[src/rtl/sum_accum.sv]
// Frame accumulator: sums N unsigned operands per frame with saturation,
// then holds the total behind a valid/ready output until it is taken.
module sum_accum #(
  parameter int SUM_W = 5,
  parameter int N     = 8,
  parameter int ACC_W = 8
) (
  input  logic             clk,
  input  logic             rst_n,
  input  logic             clear,
  input  logic             sum_valid,
  input  logic [SUM_W-1:0] sum,
  output logic             sum_ready,
  output logic             acc_valid,
  output logic [ACC_W-1:0] acc_data,
  output logic             acc_ovf,
  input  logic             acc_ready
);

  localparam int CNT_W = $clog2(N + 1);

  typedef enum logic {ACCUM, DONE} state_t;

  state_t             state, state_nxt;
  logic               armed;
  logic [CNT_W-1:0]   cnt;
  logic [ACC_W-1:0]   acc;
  logic               ovf;
  logic               in_hs, out_hs, last;
  logic [ACC_W:0]     sum_ext, acc_sum;

  assign sum_ext = {{(ACC_W + 1 - SUM_W){1'b0}}, sum};
  assign acc_sum = {1'b0, acc} + sum_ext;

  // armed keeps the input closed until the first edge after reset release
  assign sum_ready = armed && (state == ACCUM) && !clear;
  assign acc_valid = (state == DONE);
  assign acc_data  = acc;
  assign acc_ovf   = ovf;
  assign in_hs     = sum_valid && sum_ready;
  assign out_hs    = acc_valid && acc_ready;
  assign last      = (cnt == CNT_W'(N - 1));

  always_comb begin
    state_nxt = state;
    if (clear) begin
      state_nxt = ACCUM;
    end else begin
      case (state)
        ACCUM:   if (in_hs && last) state_nxt = DONE;
        DONE:    if (acc_ready)     state_nxt = ACCUM;
        default: state_nxt = ACCUM;
      endcase
    end
  end

  always_ff @(posedge clk or negedge rst_n) begin
    if (!rst_n) state <= ACCUM;
    else        state <= state_nxt;
  end

  // Once saturated, the total stays pinned at all-ones until the frame ends
  always_ff @(posedge clk or negedge rst_n) begin
    if (!rst_n) begin
      armed <= 1'b0;
      cnt   <= '0;
      acc   <= '0;
      ovf   <= 1'b0;
    end else begin
      armed <= 1'b1;
      if (clear || out_hs) begin
        cnt <= '0;
        acc <= '0;
        ovf <= 1'b0;
      end else if (in_hs) begin
        cnt <= cnt + 1'b1;
        if (acc_sum[ACC_W] || ovf) begin
          acc <= '1;
          ovf <= 1'b1;
        end else begin
          acc <= acc_sum[ACC_W-1:0];
        end
      end
    end
  end

endmodule
[config.mk]
export PLATFORM = sky130hd
export DESIGN_NAME = sum_accum
export DESIGN_NICKNAME = d
export VERILOG_FILES = /design/src/rtl/sum_accum.sv
export SDC_FILE = /design/constraint.sdc
export NUM_CORES = 1
export LEC_CHECK = 0
export CORE_MARGIN = 3
export CORE_UTILIZATION = 53
export CTS_CLUSTER_DIAMETER = 120
export CTS_CLUSTER_SIZE = 28
export DETAILED_ROUTE_END_ITERATION = 10
export PLACE_DENSITY = 0.83
export SYNTH_ARGS = -nofsm -noshare
export SYNTH_HDL_FRONTEND = slang
export SYNTH_SLANG_ARGS = --single-unit
[constraint.sdc]
create_clock -name clk -period 4.93 [get_ports clk]
set_input_delay 0.986 -clock clk [delete_from_list [all_inputs] [get_ports clk]]
set_output_delay 0.986 -clock clk [all_outputs]
set_load 0.02 [all_outputs]
* Word level (Yosys, flattened, before mapping)
Index checks and enable logic that the tools add are counted.
W data, S select, Z words.
** Storage, ports and cells
- Output and inout bits :: 11
- Word-level logic and storage cells :: 32
- Flip-flop bits (word level) :: 15
- Input bits :: 10
** Operators by class
- Bitwise gates (word level) :: 1
- Equal/unequal tests :: 1
- Reductions and logical operators :: 11
- Add/subtract/negate cells :: 2
- Multiplexer cells :: 12
** Operator list (number)
- $mux W8 :: 3
- $add A8 B5 Y9 :: 1
- $mux W4 :: 2
- $mux W1 :: 6
- $logic_and A1 B1 Y1 :: 5
- $add A4 B1 Y4 const B :: 1
- $eq A4 B3 Y1 const B :: 1
- $reduce_bool A2 Y1 :: 2
- $logic_or A1 B1 Y1 :: 2
- $pmux W1 S2 :: 1
- $reduce_and A2 Y1 :: 1
- $logic_not A1 Y1 :: 1
- $not A1 Y1 :: 1

* Depth between registers and ports, before layout
Gate-level depths: netlist (run 1).
- Depth in word-level cells :: 8
- Gate-level depth with buffers :: 7
- Gate-level depth less buffers :: 7

* Worst setup path before layout (run 1)
Ideal clock, no wire load.
- Path type :: input to register
- From :: in sum[0]
- To :: reg acc[5] (netlist: acc_data[5])
- Path buffers :: 0
- Required time :: 4.806 ns
- Stages :: 7
- Data arrival time :: 2.586 ns
- Path slack :: 2.220 ns
- Library setup time :: 0.124 ns
- Cell sequence :: ha_1 -> fa_1 -> a211oi_1 -> o21bai_2 -> a41oi_4 -> a21boi_0 -> o2bb2ai_1
** On the way
- Longest elaborated chain between the ends :: 5
** Ends and longest elaborated chain
- start, declared :: RTL line 12 : input logic [SUM_W-1:0] sum,
- $add A8 B5 Y9 (*) :: RTL line 33 : assign acc_sum = {1'b0, acc} + sum_ext;
- $logic_or A1 B1 Y1 :: RTL line 77 : if (acc_sum[ACC_W] || ovf) begin
- $mux W8 (*) :: RTL line 77
- $mux W8 (*) :: RTL line 75 : end else if (in_hs) begin
- $mux W8 (*) :: RTL line 71 : if (clear || out_hs) begin
- end signal, assigned :: RTL line 81 : acc <= acc_sum[ACC_W-1:0];
- end, declared :: RTL line 27 : logic [ACC_W-1:0] acc;
Mark *: on every way between the ends. The rest lies on a longest branch, timed or not. The select of a mux whose other input is x is not followed.
A chain may end at the register's enable or synchronous reset.

* Worst setup path after layout (run 1)
- From :: in clear
- To :: out sum_ready
** On the way
- Longest elaborated chain between the ends :: 2
** Ends and longest elaborated chain
- start, declared :: RTL line 10 : input logic clear,
- $logic_not A1 Y1 :: RTL line 36 : assign sum_ready = armed && (state == ACCUM) && !clear;
- $logic_and A1 B1 Y1 :: RTL line 36
- end, declared :: RTL line 13 : output logic sum_ready,
Every way passes these cells.

==> results.txt, run 1 <==
----------------------------------------------------
[Clocking]
  Number of buffers on the longest clock path ... 2
  Clk sinks ... 15
  CTS H-tree lvls ... 1
  Cell at the root of the clock tree ... clkbuf_4
  CTS hold repair buffers ... 0
  Post-cts gate resize count ... 0
  Post-CTS Setup Bufs ... 0
  CTS tree ... yes
  Total clock buffers created by CTS ... 3
  Clock slew seen by the registers of the worst setup and hold paths ... ~0.090 ns
  Clock latency on the worst-skew pair ... roughly 0.28 ns

[Placed design]
  Number of input and output port buffers inserted ... 20
  Cell Area, Placed ... 1150 µm²
  Detailed placement HPWL ... approximately 1500 µm
  Setup WS pre-CTS ... between 1.5 and 2 ns
  RePlAce Congestion ... ~0.76
  Placed instance count ... ~130

[Logic synthesis]
  Post-synthesis share of cell area spent on full adders, half adders and majority gates ... 0.100
  Top cells by count, synth ... dfrtp_1, a21oi_1, nor2_1
  Average instance area after synthesis ... 10.4 µm²
  Dominant combinational cell family by area after synthesis ... compound AO/OA/AOI/OAI gates
  Share of synthesized area occupied by flip-flops and latches ... 0.396
  Flip-flop and latch count after synthesis ... 15
  Mux share of post-synthesis cell area ... 0
  Gate count of the mapped netlist ... 91
  Asr flop ratio synth ... 1.00
  Cell taking the most area after synthesis ... dfrtp_1
  Most repeated cell in the gate-level netlist after synthesis ... dfrtp_1
  Net Count, Synth ... between 100 and 150
  Post-synth top area share ... 0.396
  Area fraction in compound gates after synthesis ... 0.306
  YS warnings ... 0
  Leading post-synthesis cells by cell area ... dfrtp_1, ha_1, a21oi_1
  Most common flop cell mapped by yosys ... dfrtp_1
  Parity-gate share of the synthesized area counting xor and xnor cells ... 0.0462
  Simple-Gate Fraction of Synth Area ... 0.107
  Netlist Area Pre-Place ... ~950 µm²
  Unique cell type count in the Yosys netlist ... 34
  Post-synth EDFFs ... 0

[Setup path]
  CP required ... between 3 and 4 ns
  Type of destination of the critical path ... primary output
  Depth of the worst register-to-register path ... 7
  Reg-to-Reg End ... acc_data[5]
  Startpoint of the lowest-slack register-to-register path ... acc_data[0]
  Kind of start point of the critical path ... primary input
  Worst reg-to-reg setup slack ... ~2.6 ns
  Crit path arrival time ... roughly 2.4 ns
  Crit path kind ... primary input to primary output
  Biggest fanout along the worst timing path ... 6

[Die]
  DIE WIDTH ... just under 50 µm
  Die area ... 2330 µm²
  Core area ... ~1600 µm²
  Ports placed on the boundary ... 21
  Chip height ... 48.3 µm
  Placement row count ... 14
  Starting utilization of the core area ... 0.594

[Power and ir drop]
  Standby leakage power ... roughly 0.00052 µW
  Comb pwr share ... 0.244
  Sequential fraction of design power ... 0.497
  Tot Pwr ... ~270 µW
  Switching component of the power ... ~78 µW
  Power density over the cells ... between 200 and 250 nW/µm²
  Switching power share of the total ... 0.290
  Worst supply voltage drop on vdd ... about 0.17 mV
  Internal power of the cells ... approximately 190 µW
  Relative contribution of the clock network to total power ... 0.259

[Cells and area]
  Design area ... approximately 1200 µm²
  Layout cells sized above 1 ... 0.106
  Nets@finish ... approximately 130
  Multi-input gate area ... ~530 µm²
  Diodes inserted ... 0
  Final cell count without fillers ... roughly 140
  Filler instances ... 120
  FF/Latch Area ... 375 µm²
  Layout-stage area growth over the synthesis result ... 24.7%

[Routing]
  Number of remaining DRC errors ... 0
  Detail-routed net length per standard cell ... 14.6 µm
  Number of DRC markers in iteration 0 ... 16
  Average vias per placed instance ... just under 6
  Vias ... approximately 800
  Number of nets with antenna violations after routing ... 0
  Detailed Routing Iterations Pass 1 ... 4
  Final routed wirelength across all metal layers ... 2010 µm

[Global routing]
  Overall global routing resource usage ... 0.197
  Wire length of the first global-routing pass ... approximately 3200 µm
  Overflow left after global routing ... 0
  Vias in the first global route ... 756
  Maximum number of pins on one net before global-route repair ... 16
  Antenna violations before repair ... 0

[STA]
  Share of the clock period used by the worst path ... 0.689
  Fmax achieved ... 0.294 GHz
  Final sum of negative setup slack ... 0 ns
  Setup violation total in the final timing report ... 0
  Total count of hold-check failures in the final report ... 0
  Setup repair after global routing missed its margin ... no
  Least setup slack across all paths after layout ... ~1.5 ns
  Max-slew violation count ... 0
  Shortest clock period the worst path allows after layout ... 3.40 ns
  Transition time at the pin with the least slew margin ... around 0.66 ns
  Final clock skew ... 0.00310 ns
  Slew margin rel. ... 0.558

[Worst hold path]
  Worst hold-check path type ... flip-flop to flip-flop
  Min-Delay Path Depth ... 1
  Hold Crit Start ... acc_data[3]
  Min-Delay Endpoint ... acc_data[3]

[Status]
  Status ... completed

[Flow run]
  Max_cap viols ... 0

----------------------------------------------------
## per-layer routing
layer  global-route usage  wire [µm]  vias to the layer above
li1                     -          -                      383
met3               0.0221         67                        7
met2                0.344        995                       22
met1                0.244        905                      391
met4               0.0806         36                        0
met5                    0          0                        -
## worst max path at each step
stage                start           to  cells past startpoint
global route         clear    sum_ready                      3
CTS                  clear    sum_ready                      3
detailed placement   clear    sum_ready                      3
global placement     clear    sum_ready                      3
finish               clear    sum_ready                      3
floorplan           sum[0]  acc_data[5]                      7
## flip-flops by register name, summed over array words and instances (netlist names)
register / flops
acc_ovf: 1
acc_valid: 1
cnt: 4
acc_data: 8
armed: 1
## cell usage in the layout, fill, tap and decap left out, types with 2 or more instances in the layout
master and count:
a211oi_1 2, a21o_1 4, a21oi_1 12, clkbuf_4 3, clkdlybuf4s50_1 20, dfrtp_1 15
ha_1 6, inv_1 4, nand2_1 5, nor2_1 8, o21ai_0 4, o21bai_1 2
or3_1 2, xnor2_1 3, xor2_1 2
## critical path: stages
cell	delay (ns)
clkdlybuf4s50_1	0.54
nor3b_1	0.24
clkdlybuf4s50_1	0.64
## area by class of cell
cell class / count / area share
multi-input combinational: 70 / 0.452
sequential: 15 / 0.318
timing repair buffer: 20 / 0.169
tap: 24 / 0.0254
clock buffer: 4 / 0.0222
inverter: 4 / 0.0127
## cells by family (layout without fill, tap and decap cells)
logic type,count (synthesis),after routing
simple gates,20,20
compound gates,37,37
fa+ha+maj,7,7
flops,15,15
other cells,1,1
xor+xnor,5,5
buf+inv,6,28
## power by group through the flow
| stage | Clock (µW) | Combinational, µW | Sequential, µW |
|---|---|---|---|
| 2_1_floorplan | 0 | 35.2 | 139 |
| 3_3_place_gp | 0 | 63.3 | 135 |
| 3_5_place_dp | 0 | 65.6 | 135 |
| 4_1_cts | 69.3 | 65.8 | 133 |
| 5_1_grt | 74.2 | 71.8 | 134 |
| 6_report | 69.3 | 65.4 | 133 |
## per-stage QoR
step           utilization  hold WS (ns)
3_3_place_gp         0.724         0.504
6_report             0.741         0.521
2_1_floorplan            -         0.485
5_1_grt              0.741         0.562
4_1_cts              0.741         0.533
3_5_place_dp         0.724         0.509
Note: power is estimated with default switching activity, not from simulation.
==> run 2: changes to the inputs <==
--- a/config.mk
+++ b/config.mk
@@ -6,11 +6,11 @@
 export NUM_CORES = 1
 export LEC_CHECK = 0
 export CORE_MARGIN = 3
-export CORE_UTILIZATION = 53
+export CORE_UTILIZATION = 44
 export CTS_CLUSTER_DIAMETER = 120
 export CTS_CLUSTER_SIZE = 28
 export DETAILED_ROUTE_END_ITERATION = 10
-export PLACE_DENSITY = 0.83
+export PLACE_DENSITY = 0.74
 export SYNTH_ARGS = -nofsm -noshare
 export SYNTH_HDL_FRONTEND = slang
 export SYNTH_SLANG_ARGS = --single-unit
==> constraint.sdc (replaced) <==
create_clock -name clk -period 3.1 [get_ports clk]
set_input_delay 0.62 -clock clk [delete_from_list [all_inputs] [get_ports clk]]
set_output_delay 0.62 -clock clk [all_outputs]
set_load 0.02 [all_outputs]
==> run 2 against run 1 <==
  * Clock-buffer cell count shrank 1
  * Clock power grew 66%
  * Worst setup slack lost 1.1 ns
  * Critical path type is now primary input to flip-flop
  * Die area grew 18%
  * Flip-flop and latch count is the same
  * Sequential power grew 59%
  * Worst hold slack lost 0.00092 ns
==> results.txt, run 2 (synthesized netlist as in run 1, its figures left out) <==
----------------------------------------------------
[Cells and area]
  Nets@finish ... 131 (unchanged)
  Layout cells sized above 1 ... 0.115 (+0.00885)
  Layout-stage area growth over the synthesis result ... 25.2%
  Number of flip-flops in the largest register ... 8 (unchanged)
  Most common library cell in the layout ignoring fill and taps ... clkdlybuf4s50_1
  Most frequent cells in the layout ... clkdlybuf4s50_1, dfrtp_1, a21oi_1, nor2_1, ha_1
  Diodes inserted ... 0 (unchanged)

[Power and ir drop]
  Standby leakage power ... 0.000524 µW (+0.52%)
  Sequential fraction of design power ... 0.490 (-0.007)
  Tot Pwr ... 432 µW (+61%)
  Internal power of the cells ... 300 µW (+58%)
  Relative contribution of the clock network to total power ... 0.266 (+0.007)
  Power density over the cells ... 364 nW/µm² (+61%)
  Worst supply voltage drop on vdd ... 0.181 mV (+5.0%)
  Switching component of the power ... 131 µW (+70%)
  Comb pwr share ... 0.244 (about the same)
  Switching power share of the total ... 0.304 (+0.0147)

[Setup path]
  Crit path kind ... primary input to flip-flop
  Crit path arrival time ... 2.85 ns (+0.44 ns)
  Type of destination of the critical path ... flip-flop
  Cells along the critical path ... clkdlybuf4s50_1 -> ha_1 -> fa_1 -> a211oi_1 -> o21bai_2 -> a41oi_4 -> a21boi_0 -> o2bb2ai_1
  Master of the slowest instance on the critical path ... fa_1
  Kind of start point of the critical path ... primary input
  Biggest fanout along the worst timing path ... 7 (+1)
  CP required ... 3.26 ns (-0.68 ns)
  Max stage delay on crit path ... 0.43 ns (-0.21 ns)

[STA]
  Fmax achieved ... between 0.3 and 0.4 GHz
  Share of the clock period used by the worst path ... 0.865
  Setup repair after global routing missed its margin ... no
  Max-slew violation count ... 0 (unchanged)
  Setup violation total in the final timing report ... 0 (unchanged)
  Final sum of negative setup slack ... 0 ns (unchanged)
  Shortest clock period the worst path allows after layout ... ~2.7 ns
  Transition time at the pin with the least slew margin ... 0.684 ns (+0.0223 ns)
  Slew margin rel. ... 0.543 (-0.0149)
  Total count of hold-check failures in the final report ... 0 (unchanged)
  Final clock skew ... 0.00604 ns (+0.00293 ns)
  Worst-case hold slack ... 0.521 ns (-0.000924 ns)

[Worst hold path]
  Worst hold-check path type ... flip-flop to flip-flop

[Clocking]
  Cell at the root of the clock tree ... clkbuf_4
  Clock slew seen by the registers of the worst setup and hold paths ... 0.09 ns (about the same)
  Clock latency on the worst-skew pair ... 0.29 ns (about the same)
  Post-CTS Setup Bufs ... 0 (unchanged)
  Number of buffers on the longest clock path ... 2 (unchanged)
  Post-cts gate resize count ... 0 (unchanged)
  Total clock buffers created by CTS ... 3 (unchanged)
  CTS tree ... yes
  CTS hold repair buffers ... 0 (unchanged)
  CTS H-tree lvls ... 1 (unchanged)
  Clk sinks ... 15 (unchanged)

[Global routing]
  Overall global routing resource usage ... 0.177 (-0.0204)
  Wire length of the first global-routing pass ... 3520 µm (+10%)
  Maximum number of pins on one net before global-route repair ... 16 (unchanged)
  Vias in the first global route ... 796 (+5.3%)
  Antenna violations before repair ... 0 (unchanged)
  Overflow left after global routing ... 0 (unchanged)

[Routing]
  Final routed wirelength across all metal layers ... 2150 µm (+7.3%)
  Number of nets with antenna violations after routing ... 0 (unchanged)
  Average vias per placed instance ... 5.82 (-0.68%)
  Number of remaining DRC errors ... 0 (unchanged)
  Number of DRC markers in iteration 0 ... 33 (+17)
  Vias ... 815 (+1.5%)
  Detailed Routing Iterations Pass 1 ... 4 (unchanged)
  Detail-routed net length per standard cell ... 15.4 µm (+5.0%)

[Placed design]
  Number of input and output port buffers inserted ... 20 (unchanged)
  RePlAce Congestion ... 0.835 (+10%)
  Detailed placement HPWL ... 1600 µm (+3.5%)

[Die]
  Starting utilization of the core area ... 0.473 (-0.121)
  Placement row count ... 16 (+2)
  DIE WIDTH ... 52.4 µm (+8.5%)
  Chip height ... 52.4 µm (+8.5%)
  Core area ... 2000 µm² (+26%)
  Ports placed on the boundary ... 21 (unchanged)
  Die area ... 2750 µm² (+18%)

[Status]
  Status ... completed

[Flow run]
  Max_cap viols ... 0 (unchanged)

----------------------------------------------------
==> run 2: worst max-delay path, delay by kind of cell <==
kind                     cells  cell delay (ns)
AO/OA/AOI/OAI                5             1.16
adder cells (fa/ha/maj)      2             0.66
buffers and inverters        1             0.41
==> run 2: worst paths after layout <==
path	to	cells after the start	start	slack, ns
min in group asynchronous	acc_data[6]	1	rst_n	0.74
worst min-delay path	acc_data[3]	1	acc_data[3]	0.52
worst max register to register	acc_data[5]	7	acc_data[0]	0.76
max in group asynchronous	acc_data[4]	1	rst_n	1.93
worst min register to register	acc_data[3]	1	acc_data[3]	0.52
worst max-delay path	acc_data[5]	8	sum[0]	0.42
==> run 2: layer usage <==
layer | up-vias | wire length (µm) | track usage
li1 | 378 | - | -
met1 | 397 | 868 | 0.202
met2 | 32 | 1100 | 0.318
met3 | 8 | 121 | 0.0228
met4 | 0 | 65 | 0.0851
met5 | - | 0 | 0
==> run 2: final cells by class <==
class | count | area [µm²]
multi-input combinational | 70 | 534
tap | 27 | 33.8
clock buffer | 3 | 22.5
inverter | 4 | 15.0
timing repair buffer | 20 | 200
clock inverter | 1 | 5.00
fill | 188 | 816
sequential | 15 | 375
==> run 2: power groups by stage <==
stage | Sequential [µW] | Combinational, µW | Clock [µW]
6_report | 211 | 105 | 115
5_1_grt | 213 | 116 | 128
4_1_cts | 212 | 105 | 120
3_5_place_dp | 215 | 105 | 0
3_3_place_gp | 215 | 103 | 0
2_1_floorplan | 221 | 56.0 | 0
==> run 2: metrics by stage <==
| stage | worst slack [ns] | area [µm²] | utilization | std cells |
|---|---|---|---|---|
| after floorplan | 0.756 | 947 | - | 91 |
| after global placement | 0.228 | 1160 | 0.579 | 136 |
| after detailed placement | 0.140 | 1160 | 0.579 | 136 |
| after CTS | 0.411 | 1190 | 0.593 | 140 |
| after global routing | 0.277 | 1190 | 0.593 | 140 |
| final | 0.418 | 1190 | 0.593 | 140 |
==> run 3: changes to the inputs <==
--- a/config.mk
+++ b/config.mk
@@ -6,11 +6,11 @@
 export NUM_CORES = 1
 export LEC_CHECK = 0
 export CORE_MARGIN = 3
-export CORE_UTILIZATION = 44
+export CORE_UTILIZATION = 53
 export CTS_CLUSTER_DIAMETER = 120
 export CTS_CLUSTER_SIZE = 28
 export DETAILED_ROUTE_END_ITERATION = 10
-export PLACE_DENSITY = 0.74
+export PLACE_DENSITY = 0.83
 export SYNTH_ARGS = -nofsm -noshare
 export SYNTH_HDL_FRONTEND = slang
 export SYNTH_SLANG_ARGS = --single-unit
==> constraint.sdc (replaced) <==
create_clock -name clk -period 3.4 [get_ports clk]
set_input_delay 0.68 -clock clk [delete_from_list [all_inputs] [get_ports clk]]
set_output_delay 0.68 -clock clk [all_outputs]
set_load 0.02 [all_outputs]
==> run 3 against run 2 <==
  * Die area is 15% lower
  * Total power is 8.2% lower
  * Register-to-register slack better by 0.38 ns
  * Cell area is 0.11% lower
  * Clock skew is 0.0021 ns lower
  * Non-clock buffer count stayed put
  * Critical path depth is 5 lower
  * Via count is 1.5% lower
  * Sequential share of layout area hardly changed
  * Largest power group unchanged
  * Final cell count is 2.1% lower
  * Flip-flop and latch count stayed put
==> results.txt, run 3 (synthesized netlist as in run 1, its figures left out) <==
----------------------------------------------------
[Status]
  Status ... completed

[Global routing]
  Vias in the first global route ... 710 (-11%)
  Wire length of the first global-routing pass ... 3340 µm (-5.1%)
  Maximum number of pins on one net before global-route repair ... 16 (unchanged)
  Overflow left after global routing ... 0 (unchanged)
  Overall global routing resource usage ... 0.207 (+0.0300)
  Antenna violations before repair ... 0 (unchanged)

[Setup path]
  Worst Path Buf+Inv ... 2 (+1)
  Startpoint of the lowest-slack register-to-register path ... acc_data[0]
  Depth of the worst register-to-register path ... 7 (unchanged)
  Max stage delay on crit path ... 0.63 ns (+0.20 ns)
  Biggest fanout along the worst timing path ... 6 (-1)
  Master of the slowest instance on the critical path ... clkdlybuf4s50_1
  Cells along the critical path ... clkdlybuf4s50_1 -> nor3b_1 -> clkdlybuf4s50_1
  Crit path kind ... primary input to primary output
  Top cell family by delay on the critical path ... buffers and inverters
  CP required ... 2.72 ns (-0.54 ns)
  Kind of start point of the critical path ... primary input
  Critical path's most frequent cell ... clkdlybuf4s50_1
  Worst reg-to-reg setup slack ... 1.14 ns (+0.38 ns)
  Reg-to-Reg End ... acc_data[5]
  Type of destination of the critical path ... primary output
  Crit path arrival time ... 2.10 ns (-0.75 ns)

[Cells and area]
  Layout cells sized above 1 ... 0.115 (unchanged)
  Number of flip-flops in the largest register ... 8 (unchanged)
  Layout-stage area growth over the synthesis result ... 25.1%
  Most frequent cells in the layout ... clkdlybuf4s50_1, dfrtp_1, a21oi_1, nor2_1, ha_1
  Nets@finish ... 131 (unchanged)
  Most common library cell in the layout ignoring fill and taps ... clkdlybuf4s50_1
  Design area ... 1180 µm² (-0.11%)
  Diodes inserted ... 0 (unchanged)

[Clocking]
  Clk sinks ... 15 (unchanged)
  Number of buffers on the longest clock path ... 2 (unchanged)
  CTS tree ... yes
  CTS hold repair buffers ... 0 (unchanged)
  Post-CTS Setup Bufs ... 0 (unchanged)
  Clock latency on the worst-skew pair ... 0.29 ns (about the same)
  Total clock buffers created by CTS ... 3 (unchanged)
  Clock slew seen by the registers of the worst setup and hold paths ... 0.09 ns (about the same)
  Cell at the root of the clock tree ... clkbuf_4
  Post-cts gate resize count ... 0 (unchanged)
  CTS H-tree lvls ... 1 (unchanged)

[Placed design]
  Setup WS pre-CTS ... 0.426 ns (+0.286 ns)
  Cell Area, Placed ... 1150 µm² (-0.32%)
  Detailed placement HPWL ... 1560 µm (-2.6%)
  RePlAce Congestion ... 0.793 (-5.0%)
  Number of input and output port buffers inserted ... 20 (unchanged)

[STA]
  Final sum of negative setup slack ... 0 ns (unchanged)
  Share of the clock period used by the worst path ... 0.818
  Least setup slack across all paths after layout ... 0.620 ns (+0.202 ns)
  Final clock skew ... 0.00397 ns (-0.00207 ns)
  Setup violation total in the final timing report ... 0 (unchanged)
  Max-slew violation count ... 0 (unchanged)
  Slew margin rel. ... 0.541 (-0.00203)
  Fmax achieved ... ~0.36 GHz
  Setup repair after global routing missed its margin ... no
  Transition time at the pin with the least slew margin ... 0.687 ns (+0.00304 ns)
  Total count of hold-check failures in the final report ... 0 (unchanged)
  Shortest clock period the worst path allows after layout ... 2.78 ns

[Routing]
  Vias ... 803 (-1.5%)
  Number of remaining DRC errors ... 0 (unchanged)
  Detail-routed net length per standard cell ... 14.8 µm (-3.8%)
  Average vias per placed instance ... 5.86 (+0.69%)
  Final routed wirelength across all metal layers ... 2030 µm (-5.9%)
  Number of nets with antenna violations after routing ... 0 (unchanged)
  Number of DRC markers in iteration 0 ... 24 (-27%)
  Detailed Routing Iterations Pass 1 ... 5 (+1)

[Power and ir drop]
  Worst supply voltage drop on vdd ... 0.256 mV (+41%)
  Switching power share of the total ... 0.306 (+0.00125)
  Switching component of the power ... 121 µW (-7.8%)
  Power density over the cells ... 335 nW/µm² (-8.1%)
  Relative contribution of the clock network to total power ... 0.269 (+0.003)
  Standby leakage power ... 0.000520 µW (-0.72%)
  Sequential fraction of design power ... 0.486 (-0.004)
  Comb pwr share ... 0.245 (about the same)
  Internal power of the cells ... 275 µW (-8.3%)

[Die]
  DIE WIDTH ... 48.3 µm (-7.9%)
  Die area ... 2330 µm² (-15%)
  Core area ... 1590 µm² (-20%)
  Starting utilization of the core area ... 0.594 (+0.121)
  Ports placed on the boundary ... 21 (unchanged)
  Placement row count ... 14 (-2)
  Chip height ... 48.3 µm (-7.9%)

[Worst hold path]
  Hold Crit Start ... acc_data[4]
  Min-Delay Path Depth ... 1 (unchanged)
  Worst hold-check path type ... flip-flop to flip-flop
  Min-Delay Endpoint ... acc_data[4]

[Flow run]
  Max_cap viols ... 0 (unchanged)

----------------------------------------------------
run 3: power by group through the flow:
stage,registers (µW),clock network (µW),logic (µW)
finish,193,106,97.3
floorplan,202,0,51.1
CTS,193,110,97.2
global route,194,121,106
global placement,196,0,93.4
detailed placement,196,0,96.4
run 3: area by class of cell:
class	instances	area (µm²)
clock inverter	1	7.51
multi-input combinational	70	534
tap	24	30.0
clock buffer	3	22.5
fill	111	409
inverter	4	15.0
sequential	15	375
timing repair buffer	20	200
run 3: how the worst max path moves through the flow:
| stage | endpoint | cells after the start | start |
|---|---|---|---|
| final | sum_ready | 3 | clear |
| after global routing | sum_ready | 3 | clear |
| after CTS | sum_ready | 3 | clear |
| after detailed placement | acc_data[5] | 8 | sum[0] |
| after global placement | acc_data[5] | 8 | sum[0] |
| after floorplan | acc_data[5] | 7 | sum[0] |
run 3: per-layer routing:
metal	track usage	wire (µm)	vias up
met5	0	0	-
met4	0.0645	36	0
met3	0.0738	101	6
met2	0.289	939	27
met1	0.297	949	392
li1	-	-	378
run 3: through the flow:
stage | instances | hold slack [ns] | power, µW | util
after floorplan | 91 | 0.384 | 253 | -
after global placement | 133 | 0.502 | 289 | 0.724
after detailed placement | 133 | 0.509 | 293 | 0.724
after CTS | 137 | 0.530 | 400 | 0.743
after global routing | 137 | 0.555 | 421 | 0.743
final | 137 | 0.523 | 397 | 0.743
